File: src/rtl/fill_rect_stream_engine.sv
// fill_rect_stream_engine: collects a 9-byte fill command and streams the
// rectangle to the arbiter as 32-bit word writes with per-lane byte enables.
// Optional clipping to the screen is enabled by defining FILL_RECT_CLIP_EN.
module fill_rect_stream_engine #(
  parameter int ADDR_WIDTH   = 16,
  parameter int LINE_PIXELS  = 256,
  parameter int SCREEN_LINES = 192,
  parameter int FB_BASE      = 0
) (
  input  logic                  clk,
  input  logic                  rst_,
  input  logic [7:0]            cmd_in_data,
  input  logic                  cmd_in_rts,
  output logic                  cmd_out_rtr,
  output logic [31:0]           arb_out_data,
  output logic [ADDR_WIDTH-1:0] arb_out_addr,
  output logic [3:0]            arb_out_wben,
  output logic                  arb_out_rts,
  input  logic                  arb_in_rtr,
  output logic                  arb_out_op,
  output logic                  busy,
  output logic                  rect_done
);

  localparam int ROW_WORDS = LINE_PIXELS / 4;

  typedef enum logic [2:0] {COLLECT, SETUP, ROW, NEXT_ROW, DONE} state_t;

  state_t                state_q, state_d;
  logic [3:0]            byte_cnt_q, byte_cnt_d;
  logic [71:0]           cmd_q, cmd_d;
  logic                  rtr_q, rtr_d;
  logic                  rts_q, rts_d;
  logic [31:0]           data_q, data_d;
  logic [ADDR_WIDTH-1:0] addr_q, addr_d;
  logic [3:0]            wben_q, wben_d;
  logic                  busy_q, busy_d;
  logic                  done_q, done_d;
  logic [ADDR_WIDTH-1:0] row_addr_q, row_addr_d;
  logic [16:0]           word_idx_q, word_idx_d;
  logic [16:0]           n_words_q, n_words_d;
  logic [15:0]           rows_left_q, rows_left_d;
  logic [1:0]            lane_first_q, lane_first_d;
  logic [1:0]            lane_last_q, lane_last_d;

  logic [15:0] x_c, y_c, w_c, h_c;
  logic [63:0] pix_c;
  logic [15:0] w_eff, h_eff;
  logic        empty_c;
  logic [17:0] span_c;
  logic [16:0] n_words_c;
  logic [1:0]  lane_last_c;

  assign x_c = cmd_q[15:0];
  assign y_c = cmd_q[31:16];
  assign w_c = cmd_q[47:32];
  assign h_c = cmd_q[63:48];

  assign cmd_out_rtr  = rtr_q;
  assign arb_out_rts  = rts_q;
  assign arb_out_data = data_q;
  assign arb_out_addr = addr_q;
  assign arb_out_wben = wben_q;
  assign arb_out_op   = 1'b1;
  assign busy         = busy_q;
  assign rect_done    = done_q;

  // Byte enables for word idx of a row: trim leading lanes on the first word
  // and trailing lanes on the last word.
  function automatic logic [3:0] lane_mask(input logic [16:0] idx, input logic [16:0] n,
                                           input logic [1:0] first, input logic [1:0] last);
    logic [3:0] m;
    m = 4'hF;
    if (idx == 17'd0) m = m & (4'hF << first);
    if (idx == n - 17'd1) m = m & (4'hF >> (2'd3 - last));
    return m;
  endfunction

  // Rectangle geometry: start pixel, effective size and words per row.
  always_comb begin
    pix_c = 64'(y_c) * 64'(LINE_PIXELS) + 64'(x_c);
    w_eff = w_c;
    h_eff = h_c;
`ifdef FILL_RECT_CLIP_EN
    empty_c = (32'(x_c) >= LINE_PIXELS) || (32'(y_c) >= SCREEN_LINES);
    if (!empty_c && (32'(w_c) > LINE_PIXELS - 32'(x_c))) w_eff = 16'(LINE_PIXELS - 32'(x_c));
    if (!empty_c && (32'(h_c) > SCREEN_LINES - 32'(y_c))) h_eff = 16'(SCREEN_LINES - 32'(y_c));
`else
    empty_c = 1'b0;
`endif
    empty_c     = empty_c || (w_eff == 16'd0) || (h_eff == 16'd0);
    span_c      = 18'(pix_c[1:0]) + 18'(w_eff) - 18'd1;
    n_words_c   = 17'(span_c >> 2) + 17'd1;
    lane_last_c = span_c[1:0];
  end

  // Next-state and next-output logic for the command/rectangle sequencer.
  always_comb begin
    state_d      = state_q;
    byte_cnt_d   = byte_cnt_q;
    cmd_d        = cmd_q;
    rtr_d        = rtr_q;
    rts_d        = rts_q;
    data_d       = data_q;
    addr_d       = addr_q;
    wben_d       = wben_q;
    busy_d       = busy_q;
    done_d       = 1'b0;
    row_addr_d   = row_addr_q;
    word_idx_d   = word_idx_q;
    n_words_d    = n_words_q;
    rows_left_d  = rows_left_q;
    lane_first_d = lane_first_q;
    lane_last_d  = lane_last_q;
    case (state_q)
      COLLECT: begin
        rtr_d = 1'b1;
        if (cmd_in_rts && rtr_q) begin
          cmd_d  = {cmd_in_data, cmd_q[71:8]};
          busy_d = 1'b1;
          if (byte_cnt_q == 4'd8) begin
            byte_cnt_d = 4'd0;
            rtr_d      = 1'b0;
            state_d    = SETUP;
          end else begin
            byte_cnt_d = byte_cnt_q + 4'd1;
          end
        end
      end
      SETUP: begin
        row_addr_d   = ADDR_WIDTH'(pix_c >> 2) + ADDR_WIDTH'(FB_BASE);
        lane_first_d = pix_c[1:0];
        lane_last_d  = lane_last_c;
        n_words_d    = n_words_c;
        rows_left_d  = h_eff;
        word_idx_d   = 17'd0;
        data_d       = {4{cmd_q[71:64]}};
        if (empty_c) begin
          done_d  = 1'b1;
          state_d = DONE;
        end else begin
          rts_d   = 1'b1;
          addr_d  = row_addr_d;
          wben_d  = lane_mask(17'd0, n_words_c, pix_c[1:0], lane_last_c);
          state_d = ROW;
        end
      end
      ROW: begin
        if (rts_q && arb_in_rtr) begin
          if (word_idx_q == n_words_q - 17'd1) begin
            rts_d = 1'b0;
            if (rows_left_q == 16'd1) begin
              done_d  = 1'b1;
              state_d = DONE;
            end else begin
              rows_left_d = rows_left_q - 16'd1;
              row_addr_d  = row_addr_q + ADDR_WIDTH'(ROW_WORDS);
              state_d     = NEXT_ROW;
            end
          end else begin
            word_idx_d = word_idx_q + 17'd1;
            addr_d     = row_addr_q + ADDR_WIDTH'(word_idx_d);
            wben_d     = lane_mask(word_idx_d, n_words_q, lane_first_q, lane_last_q);
          end
        end
      end
      NEXT_ROW: begin
        word_idx_d = 17'd0;
        addr_d     = row_addr_q;
        wben_d     = lane_mask(17'd0, n_words_q, lane_first_q, lane_last_q);
        rts_d      = 1'b1;
        state_d    = ROW;
      end
      DONE: begin
        busy_d  = 1'b0;
        rtr_d   = 1'b1;
        state_d = COLLECT;
      end
      default: state_d = COLLECT;
    endcase
  end

  // State registers with synchronous active-low reset.
  always_ff @(posedge clk) begin
    if (!rst_) begin
      state_q      <= COLLECT;
      byte_cnt_q   <= '0;
      cmd_q        <= '0;
      rtr_q        <= 1'b0;
      rts_q        <= 1'b0;
      data_q       <= '0;
      addr_q       <= '0;
      wben_q       <= '0;
      busy_q       <= 1'b0;
      done_q       <= 1'b0;
      row_addr_q   <= '0;
      word_idx_q   <= '0;
      n_words_q    <= '0;
      rows_left_q  <= '0;
      lane_first_q <= '0;
      lane_last_q  <= '0;
    end else begin
      state_q      <= state_d;
      byte_cnt_q   <= byte_cnt_d;
      cmd_q        <= cmd_d;
      rtr_q        <= rtr_d;
      rts_q        <= rts_d;
      data_q       <= data_d;
      addr_q       <= addr_d;
      wben_q       <= wben_d;
      busy_q       <= busy_d;
      done_q       <= done_d;
      row_addr_q   <= row_addr_d;
      word_idx_q   <= word_idx_d;
      n_words_q    <= n_words_d;
      rows_left_q  <= rows_left_d;
      lane_first_q <= lane_first_d;
      lane_last_q  <= lane_last_d;
    end
  end

endmodule

File: config.mk
export PLATFORM = sky130hd
export DESIGN_NAME = fill_rect_stream_engine
export DESIGN_NICKNAME = d
export VERILOG_FILES = /design/src/rtl/fill_rect_stream_engine.sv
export SDC_FILE = /design/constraint.sdc
export NUM_CORES = 1
export LEC_CHECK = 0
export CORE_MARGIN = 3
export CORE_UTILIZATION = 55
export DETAILED_ROUTE_END_ITERATION = 6
export PLACE_DENSITY = 0.84
export SETUP_SLACK_MARGIN = 0.05
export SLEW_MARGIN = 15
export SYNTH_ARGS = -nofsm -noshare
export SYNTH_HDL_FRONTEND = slang
export SYNTH_SLANG_ARGS = --single-unit
File: constraint.sdc
create_clock -name clk -period 4.37 [get_ports clk]
set_clock_uncertainty 0.15 [all_clocks]
set_input_delay 0.437 -clock clk [delete_from_list [all_inputs] [get_ports clk]]
set_output_delay 0.437 -clock clk [all_outputs]
set_load 0.03 [all_outputs]
# == Yosys cells after proc, flatten, opt, wreduce, memory -nomap -nowiden ==
# Cells that the tools add are included.
# word_totals
regBits,205
input_bits,12
output_inout_bits,57
elab_cells,123
# op_classes
muxes,51
n_bitwise,3
shifts,4
n_eq_ne,15
n_reduce_logical,21
add_sub_neg,13
# op_table
cell,n
16-bit 2-to-1 mux,9
16-bit one-hot mux with 2 select lines,2
4-bit 2-to-1 mux,14
17-bit logical NOT,3
16-bit one-hot mux with 3 select lines,1
17-bit == test,2
17-bit 2-to-1 mux,2
17-bit one-hot mux with 2 select lines,1
"17-bit by 1-bit subtractor with 17-bit output, second input constant",2
16-bit logical NOT,2
18-bit by 16-bit adder with 18-bit output,1
3-bit 2-to-1 mux,6
"17-bit by 1-bit subtractor with 18-bit output, second input constant",1
"16-bit by 1-bit adder with 17-bit output, second input constant",1
"17-bit by 1-bit adder with 17-bit output, second input constant",1
2-bit by 16-bit adder with 17-bit output,1
16-bit adder,1
"16-bit by 7-bit adder with 16-bit output, second input constant",1
"16-bit by 1-bit == test with 1-bit output, second input constant",1
4-bit AND reduction,4
"16-bit by 1-bit subtractor with 16-bit output, second input constant",1
"2-bit inequality test, second input constant",7
4-bit bitwise AND,3
3-bit one-hot mux with 4 select lines,1
20 further kinds,39

# == Logic depth before layout (Yosys ltp) ==
# Gate-level depths: netlist (run 1).
# logic_depth
depth_word,11
mapped_depth,18
depth_no_buf,18

# == Worst setup path before layout (run 1) ==
# No wires, ideal clock.
# synth_timing
path_type,register to register
start,register cmd_q[1]
end,"register wben_q[1], in the netlist arb_out_wben[1]"
path_slack_ns,-0.026
n_path_buf,1
path_stages_with_launch,19
required_ns,4.098
setup_time_ns,0.122
arrival_ns,4.124
synth_period_minus_slack_ns,4.396
path_cell_list,dfxtp_1 > inv_1 > ha_1 > inv_1 > ha_1 > inv_1 > fa_1 > o21bai_1 > a21oi_1 > xnor2_1 > clkbuf_1 > nand3_1 > o32ai_1 > xnor2_1 > a31oi_1 > or4b_1 > or4_1 > o31ai_1 > a21oi_1
# synth_via
elab_chain_cells,9
elab_cells_between_ends,15
classes_between,add/sub: 6; shift: 2; mux: 5; bitwise: 1; reduce/logical: 1
# synth_rtl
element,line_no,text
start: declaration,31,"logic [71:0] cmd_q, cmd_d;"
start signal: assignment,205,cmd_q <= cmd_d;
18-bit by 16-bit adder with 18-bit output *,81,pix_c = 64'(y_c) * 64'(LINE_PIXELS) + 64'(x_c);
2-bit by 16-bit adder with 17-bit output,92,span_c = 18'(pix_c[1:0]) + 18'(w_eff) - 18'd1;
17-bit by 1-bit subtractor with 18-bit output,92,
16-bit by 1-bit adder with 17-bit output or 2-bit subtractor (tied branches),"93, 75",
17-bit by 1-bit subtractor with 17-bit output or 4-bit by 2-bit right shift with 4-bit output (tied branches),75,if (idx == n - 17'd1) m = m & (4'hF >> (2'd3 - last));
17-bit logical NOT or 4-bit bitwise AND (tied branches),75,
4-bit 2-to-1 mux *,75,
4-bit 2-to-1 mux *,138,if (empty_c) begin
4-bit one-hot mux with 3 select lines *,115,case (state_q)
end signal: assignment,210,wben_q <= wben_d;
end: declaration,36,"logic [3:0] wben_q, wben_d;"
# Mark *: on every way between the ends. The rest lies on a longest branch, timed or not. The select of a mux whose other input is x is not followed.
# A chain may end at the register's enable or synchronous reset.

# == Final worst setup path (run 1) ==
# layout_timing
start,register cmd_q[1]
end,"register wben_q[3], in the netlist arb_out_wben[3]"
# Same word-level chain as after synthesis.

==> results.cfg, run 1 <==
[outcome]
outcome = complete, but fails checks
violations = design-rule violations

[placement]
hpwl_mm = 22.1
placed_cells = 1824
post-place-ws_ns = -0.156
gp_congestion = 0.979
port-buffer-count = 67

[power]
seqPwrFrac = 0.445
clockPowerShare = 0.388
switching_share = 0.305
leakagePower_nw = 5.12
vdd_drop_max_v = 0.000272
power.switching_w = 0.00119
powerDensity_mw_per_mm2 = 286
p_total_w = 0.00391
p_int_w = 0.00272
combPwrFrac = 0.167

[synth]
synth_top_cell_by_area = dfxtp_1
synth_top_area_share = 0.315
synthAdderAreaFrac = 0.0693
synth_top_family_by_area = simple AND/OR/NAND/NOR gates
synth-compound-area-share = 0.206
synth_nets = 1609
netlist_area_mm2 = 0.0115
yosys_most_used_dff = dfxtp_1
synthArstFlopShare = 0
synth-edff-count = 0
synth_area_leaders = dfxtp_1, nand2_1, a21oi_1
ys_seq_elements = 181
yosys_warnings = 0
synth.mux.area_fraction = 0.00793
seq_area_frac_synth = 0.315
synth_cell_types = 81
synth-xor-area-share = 0.0877
syn_area_per_cell_um2 = 7.50
synth_cells = 1535
synth-simple-area-share = 0.245

[sta]
tns_ns = 0
finalHoldViolCount = 0
post-route-min-period_ns = 4.34
finalSetupViolCount = 0
rsz0062_at_grt = true
fin_crit_sh = 0.992
max_slew_margin = 0.444
timing.fmax_ghz = 0.231
fin_ws_ns = 0.0337
drv_slew = 0
worst_pin_slew_ns = 0.834

[layout]
multi_input_area_mm2 = 0.00755
fill_cells = 1606
areaGrowthSynthToFinish_pct = 18.7
n_antenna_cell = 0
drive_gt1_frac = 0.123
seqCellArea_mm2 = 0.00363
fin_nets = 1664
final_cells = 1872

[routing]
num_vias = 11400
drc = 5
routed_via_density = 6.07
wirelength_mm = 33.0
wire_per_inst_um = 17.6
dr.first_iter.drc_count = 1141
antenna_left = 0
drt_first_pass_iters = 7

[critical_path]
rr_worst_depth = 17
r2r-start = cmd_q[1]
r2r_slack_ns = 0.03
cp-startpoint = cmd_q[1]
crit_path_end = arb_out_wben[3]
crit_type = reg2reg
worstPathArrival_ns = 4.49
endpoint_kind = flip-flop
crit_required_ns = 4.53
path_max_fanout = 5
r2r-end = arb_out_wben[3]
cp-start-kind = flip-flop

[die]
die_w_um = 151
initial_core_util = 0.564
die-area_mm2 = 0.0227
ios = 69
die_y_um = 151
core-area_mm2 = 0.0204
core.rowCount = 52

[clock_network]
hold_buffers = 0
clock-root-buffer = clkbuf_16
cts_buffers = 17
cts_tree = done
cts_sinks = 181
clockBufferDepth = 2
clkTransAtPathRegs_ns = 0.08
clock_latency_ns = 0.44
htreeDepth = 4

[grt]
grt_pass1_wl_mm = 52.6
gr-total-overflow = 0
antenna_found_initial = 0
grt.total_usage = 0.283
first_global_vias = 10800
grt_max_degree = 83

[run]
max_cap_violations = 0

[worst_hold_path]
worstHoldStart = cmd_q[30]
hold_class = reg2reg
[per-stage QoR]
stage | hold WS [ns] | utilization | area, um2
global placement | 0.292 | 0.615 | 12600
finish | 0.308 | 0.669 | 13700
CTS | 0.306 | 0.656 | 13400
floorplan | 0.282 | - | 11600
global route | 0.332 | 0.669 | 13700
detailed placement | 0.295 | 0.615 | 12600
[worst min path at each step]
stage                end  depth (start not counted)
2_1_floorplan  cmd_q[18]                          2
3_3_place_gp   cmd_q[23]                          2
5_1_grt        cmd_q[22]                          2
3_5_place_dp   cmd_q[22]                          2
6_report       cmd_q[22]                          2
4_1_cts        cmd_q[22]                          2
[per-layer routing]
layer / vias up / global-route usage / wire, um / part of all wire
met3: 121 / 0.0421 / 2250 / 0.068
met2: 529 / 0.477 / 15700 / 0.48
met5: - / 0 / 0 / 0
met4: 0 / 0.134 / 1320 / 0.040
li1: 5434 / - / - / -
met1: 5270 / 0.357 / 13700 / 0.41
[synth_stat cells (all sizes together), types with 4 or more instances]
master / n
a211oi: 14
a21boi: 8
a21o: 8
a21oi: 173
a221oi: 8
a22oi: 8
a311oi: 4
a31oi: 23
a41oi: 4
and2: 13
and3: 13
and4: 9
buf: 32
clkbuf: 79
dfxtp: 181
ha: 59
inv: 72
mux2i: 8
nand2: 253
nand2b: 12
nand3: 32
nand3b: 7
nand4: 19
nor2: 121
nor2b: 16
nor3: 43
nor3b: 5
nor4: 23
o2111ai: 4
o21a: 4
o21ai: 84
o21bai: 4
o22ai: 5
o31ai: 7
or2: 6
or3: 11
or4: 7
xnor2: 73
xnor3: 4
xor2: 32
[area by class of cell]
| class | instances | area share |
|---|---|---|
| Clock buffer | 17 | 0.0311 |
| Clock inverter | 14 | 0.0105 |
| Inverter | 72 | 0.0200 |
| Multi-Input combinational cell | 1171 | 0.553 |
| Sequential cell | 181 | 0.265 |
| Tap cell | 270 | 0.0247 |
| Timing Repair Buffer | 147 | 0.0956 |
[state kept, by name, summed over array words and instances (netlist names), 4 cells and up]
name,cells
arb_out_addr,16
byte_cnt_q,4
cmd_q,72
row_addr_q,16
arb_out_wben,4
arb_out_data,8
n_words_q,17
rows_left_q,16
word_idx_q,17
[critical path, cell delays in order (launching register included)]
cell and delay (ns):
dfxtp_2 0.33, inv_1 0.07, ha_4 0.26, inv_2 0.04, ha_4 0.16, buf_6 0.12
a211o_4 0.34, a311oi_2 0.30, o32a_1 0.32, o2111ai_4 0.20, a2111oi_4 0.22, buf_4 0.20
a31oi_1 0.17, or3_1 0.42, mux2_4 0.27, o31a_1 0.34, nor3_2 0.19, o22ai_1 0.11
[layout by cell type (no fill, tap or decap), drive strengths merged, types with 14 or more instances in the layout]
master,Yosys,routed
nor2,121,121
a211oi,14,14
buf,32,80
nor3,43,43
nor4,23,23
ha,59,59
o21ai,84,84
a21oi,173,173
xor2,32,32
dfxtp,181,181
nand3,32,32
nand2,253,253
clkdlybuf4s50,0,67
inv,72,78
a31oi,23,23
nand4,19,19
clkbuf,79,17
nor2b,16,16
xnor2,73,73
[power by group through the flow]
stage               Clock, W  Sequential (W)  Combinational [W]
global route         0.00159         0.00175           0.000711
CTS                  0.00153         0.00174           0.000627
detailed placement         0         0.00178           0.000614
floorplan                  0         0.00177           0.000450
finish               0.00152         0.00174           0.000651
global placement           0         0.00177           0.000601
[cells by family after synthesis]
logic type	after synthesis
other cells	1
simple gates	601
flops	181
fa+ha+maj	62
xor+xnor	109
mux	9
compound gates	389
buf+inv	183
[repair_timing]
item / 4_1_cts / 5_1_grt
setup endpoints to repair: 3 / 6
pin swaps: 30 / 28
setup buffers: 10 / 8
hold endpoints to repair: 0 / 0
resized for setup: 37 / 40
(Power assumes the default switching activity.)
==> run 2, diff against run 1 <==
GPL_ROUTABILITY_DRIVEN = 0   (was unset)
MAX_ROUTING_LAYER = met4   (was unset)
==> run 2 against run 1 <==
Against the previous run:
- the flow finishes with violations (design-rule violations, negative setup slack)
- register-to-register slack lost 0.16 ns
- cell count is 0.85% higher
- wire length is 2.4% higher
- non-clock buffer count is 15 higher
- clock power up 3%
- combinational power about the same
- count of clock-buffer cells in the layout grew 1
- first-iteration DRC count increased by 15%
- total power grew 1.3%
- sequential share of layout area fell by 0.13 points
- maximum frequency shrank 3.5%
- critical path type unchanged
- highest routed layer unchanged
==> results.cfg, run 2 (synthesized netlist as in run 1, its figures left out) <==
[power]
p_total_w = 0.00396
leakagePower_nw = 5.20
combPwrFrac = 0.165
seqPwrFrac = 0.440
powerDensity_mw_per_mm2 = 288
power.switching_w = 0.00126
vdd_drop_max_v = 0.000247
switching_share = 0.317
p_int_w = 0.00271
clockPowerShare = 0.396

[die]
initial_core_util = 0.564
core-area_mm2 = 0.0204
ios = 69
die-area_mm2 = 0.0227
die_w_um = 151
die_y_um = 151
core.rowCount = 52

[routing]
drt_first_pass_iters = 7
antenna_left = 0
wirelength_mm = 33.8
wire_per_inst_um = 17.9
dr.first_iter.drc_count = 1309
num_vias = 11700
drc = 2
routed_via_density = 6.20

[clock_network]
cts_tree = done
clkTransAtPathRegs_ns = 0.08
clock-root-buffer = clkbuf_16
htreeDepth = 4
cts_sinks = 181
clock_latency_ns = 0.44
cts_buffers = 17
clockBufferDepth = 2
hold_buffers = 0

[layout]
fill_cells = 1584
reg.largest.list = cmd_q x72, n_words_q x17, word_idx_q x17
largest_register = cmd_q
layout_commonest_cell = nand2_1
final_cells = 1888
areaGrowthSynthToFinish_pct = 19.3
n_antenna_cell = 0
final_cell_mix = nand2_1, dfxtp_1, a21oi_1
fin_nets = 1679
seqCellArea_mm2 = 0.00363
multi_input_area_mm2 = 0.00746
largest_reg_flops = 72
drive_gt1_frac = 0.128
fin_util = 0.672

[sta]
worst_pin_slew_ns = 0.817
finalSetupViolCount = 3
drv_slew = 0
post-route-min-period_ns = 4.49
rsz0062_at_grt = true
tns_ns = -0.332
fin_ws_ns = -0.122
fin_crit_sh = 1.03
finalHoldViolCount = 0
max_slew_margin = 0.456
timing.fmax_ghz = 0.223

[critical_path]
worstPathArrival_ns = 4.66
path_max_fanout = 4
cp-start-kind = flip-flop
crit_type = reg2reg
endpoint_kind = flip-flop
cp_slowest_cell = a2111oi_4
cpPeakStageDelay_ns = 0.48
crit_required_ns = 4.54
cp_cell_sequence = inv_2 > ha_4 > inv_2 > ha_4 > buf_4 > a211o_4 > a311oi_2 > o32a_1 > o2111ai_4 > a2111oi_4 > buf_4 > and4_4 > o211ai_1 > mux2_2 > o31a_1 > o31ai_4 > a31oi_1

[grt]
grt_pass1_wl_mm = 52.5
grt_max_degree = 75
first_global_vias = 10800
grt.total_usage = 0.290
antenna_found_initial = 0
gr-total-overflow = 0

[placement]
hpwl_mm = 21.8
port-buffer-count = 67
placed_cells = 1814

[worst_hold_path]
hold_class = reg2reg

[outcome]
outcome = complete, but fails checks
violations = design-rule violations, negative setup slack

[run]
max_cap_violations = 0
## run 2: repair_timing
action,4_1_cts,5_1_grt
pin swaps,31,23
buffers inserted,28,14
endpoints found under the setup margin,3,6
gates cloned,0,0
gates resized for setup,37,24
## run 2: final timing paths
kind	cells past startpoint	start	end	slack [ns]
setup / recovery	17	cmd_q[1]	arb_out_wben[2]	-0.12
hold reg to reg	2	cmd_q[30]	cmd_q[22]	0.31
setup reg to reg	17	cmd_q[1]	arb_out_wben[2]	-0.12
hold / removal	2	cmd_q[30]	cmd_q[22]	0.31
## run 2: power by group through the flow
stage	clock network (W)	logic (W)	registers (W)
2_1_floorplan	0	0.000450	0.00177
3_3_place_gp	0	0.000603	0.00177
3_5_place_dp	0	0.000617	0.00178
4_1_cts	0.00157	0.000622	0.00174
5_1_grt	0.00164	0.000710	0.00175
6_report	0.00157	0.000653	0.00174
## run 2: metrics by stage
| step | hold slack, ns | cell area, um2 | setup WS [ns] |
|---|---|---|---|
| detailed placement | 0.298 | 12500 | -0.149 |
| floorplan | 0.282 | 11600 | 0.106 |
| finish | 0.306 | 13700 | -0.122 |
| CTS | 0.308 | 13500 | -0.00489 |
| global route | 0.327 | 13700 | -0.238 |
| global placement | 0.293 | 12500 | 0.00455 |
## run 2: critical path: cells and delay by family, from the launching register on
family                   cells  cell delay (ns)
AO/OA/AOI/OAI                9             2.48
buffers and inverters        4             0.43
adder cells (fa/ha/maj)      2             0.40
flip-flops                   1             0.35
multiplexers                 1             0.29
AND/OR/NAND/NOR              1             0.26
## run 2: final cells by class
type / instances / area share
multi-input cells: 1171 / 0.543
flip-flops and latches: 181 / 0.264
clock buffers: 18 / 0.0320
clock inverters: 14 / 0.0126
repair buffers: 162 / 0.103
well taps: 270 / 0.0246
inverters: 72 / 0.0201
## run 2: per-layer routing
metal  vias up  track usage  wire length (um)
met5         -            -                 0
met1      5460        0.354             13500
met3       131       0.0427              2650
li1       5479            -                 -
met4         0        0.133              1640
met2       645        0.476             16100
==> run 3, diff against run 2 <==
CAP_MARGIN = 20   (was unset)
==> run 3 against run 2 <==
Against the previous run:
- the flow still finishes with violations (design-rule violations, negative setup slack)
- core utilization about the same
- register-to-register slack worse by 0.03 ns
- critical path depth up 6
- via count down 0.35%
- highest routed layer unchanged
- largest power group unchanged
==> results.cfg, run 3 (synthesized netlist as in run 1, its figures left out) <==
[routing]
antenna_left = 0
routed_via_density = 6.18
wirelength_mm = 33.7
drt_first_pass_iters = 7
drc = 1
wire_per_inst_um = 17.9
dr.first_iter.drc_count = 1327
num_vias = 11700

[clock_network]
clock-root-buffer = clkbuf_16
cts_tree = done
htreeDepth = 4
cts_sinks = 181
clock_latency_ns = 0.44
hold_buffers = 0
clkTransAtPathRegs_ns = 0.08
cts_buffers = 17
clockBufferDepth = 2

[sta]
fin_ws_ns = -0.154
max_slew_margin = 0.465
post-route-min-period_ns = 4.52
rsz0062_at_grt = true
worst_pin_slew_ns = 0.803
finalHoldViolCount = 0
fin_crit_sh = 1.04
drv_slew = 0
timing.fmax_ghz = 0.221
finalSetupViolCount = 3

[power]
powerDensity_mw_per_mm2 = 288
vdd_drop_max_v = 0.000247
leakagePower_nw = 5.20

[die]
die_w_um = 151
die-area_mm2 = 0.0227
core.rowCount = 52
core-area_mm2 = 0.0204
die_y_um = 151
initial_core_util = 0.564
ios = 69

[grt]
antenna_found_initial = 0
grt.total_usage = 0.290
first_global_vias = 10800
grt-busiest-layer = met2
grt_max_degree = 75
met2_usage = 0.476
grt_pass1_wl_mm = 52.5
use_met3 = 0.0427
use_met1 = 0.354
gr-total-overflow = 0

[outcome]
violations = design-rule violations, negative setup slack
outcome = complete, but fails checks

[layout]
largest_reg_flops = 72
largest_register = cmd_q
areaGrowthSynthToFinish_pct = 19.3
drive_gt1_frac = 0.128
n_antenna_cell = 0
fin_util = 0.673
fill_cells = 1582
post-route-cell-area_mm2 = 0.0137
final_cell_mix = nand2_1, dfxtp_1, a21oi_1
layout_commonest_cell = nand2_1
fin_nets = 1680
reg.largest.list = cmd_q x72, n_words_q x17, word_idx_q x17

[placement]
hpwl_mm = 21.8
port-buffer-count = 67
post-place-ws_ns = -0.149
place_area_mm2 = 0.0125

[run]
max_cap_violations = 0

[worst_hold_path]
holdPathStages = 2
worstHoldStart = cmd_q[31]
hold_path_end = cmd_q[31]
hold_class = reg2reg

[critical_path]
cp-start-kind = flip-flop
r2r-end = arb_out_wben[2]
path_max_fanout = 3
r2r-start = cmd_q[0]
r2r_slack_ns = -0.15
rr_worst_depth = 23
crit_required_ns = 4.59
worstPathArrival_ns = 4.74
crit_type = reg2reg
endpoint_kind = flip-flop
run 3: cell count changes in the layout (fill, tap and decap cells not counted), sizes merged:
cell | previous run | this run
buf | 95 | 96
run 3: layout make-up:
type,instances,area (um2),area share
clock buffers,18,439,0.0320
clock inverters,14,173,0.0126
inverters,72,277,0.0201
multi-input cells,1171,7450,0.542
flip-flops and latches,181,3630,0.264
well taps,270,338,0.0246
repair buffers,163,1430,0.104
run 3: power by group:
group | internal [W] | switching, W | total [W]
clock | 0.000792 | 0.000776 | 0.00157
combinational | 0.000226 | 0.000428 | 0.000653
sequential | 0.00169 | 0.0000501 | 0.00174
total | 0.00271 | 0.00125 | 0.00396
run 3: worst max path at each step:
stage          depth (start not counted)  slack (ns)      start              end
2_1_floorplan                         17        0.11   cmd_q[1]  arb_out_wben[1]
3_3_place_gp                          18       0.005   cmd_q[1]  arb_out_wben[1]
3_5_place_dp                          17       -0.15   cmd_q[1]  arb_out_wben[1]
4_1_cts                               19      -0.005  cmd_q[33]  arb_out_wben[2]
5_1_grt                               19       -0.31   cmd_q[0]  arb_out_wben[2]
6_report                              23       -0.15   cmd_q[0]  arb_out_wben[2]
run 3: routing by layer:
layer	wire, um	part of all wire	vias up
li1	-	-	5486
met1	13500	0.40	5414
met2	16000	0.48	647
met3	2580	0.076	127
met4	1650	0.049	0
met5	0	0	-
run 3: through the flow:
step / total power [W] / hold slack (ns) / instances / TNS, ns
6_report: 0.00396 / 0.307 / 1889 / -0.410
5_1_grt: 0.00410 / 0.327 / 1889 / -0.892
4_1_cts: 0.00393 / 0.308 / 1874 / -0.00489
3_5_place_dp: 0.00239 / 0.298 / 1814 / -0.336
3_3_place_gp: 0.00238 / 0.293 / 1814 / 0
2_1_floorplan: 0.00222 / 0.282 / 1535 / 0
run 3: what timing repair did:
action                                  in CTS  in global routing
gates resized for setup                     37                 23
pin swaps                                   31                 23
endpoints found under the setup margin       3                  4
buffers inserted                            28                 14
run 3: worst max-delay path, cell delays in order (launching register included):
cell and delay [ns]:
dfxtp_2 0.36, inv_1 0.06, ha_1 0.21, inv_2 0.08
ha_4 0.14, inv_2 0.04, fa_2 0.44, xor2_4 0.19
inv_2 0.10, nor2_4 0.06, buf_6 0.12, nor4b_4 0.28
o21bai_2 0.13, buf_4 0.15, o32ai_2 0.24, buf_4 0.16
buf_4 0.09, buf_4 0.09, buf_4 0.09, nand2_1 0.11
o311ai_0 0.50, o31a_1 0.40, o31ai_4 0.10, a31oi_1 0.19
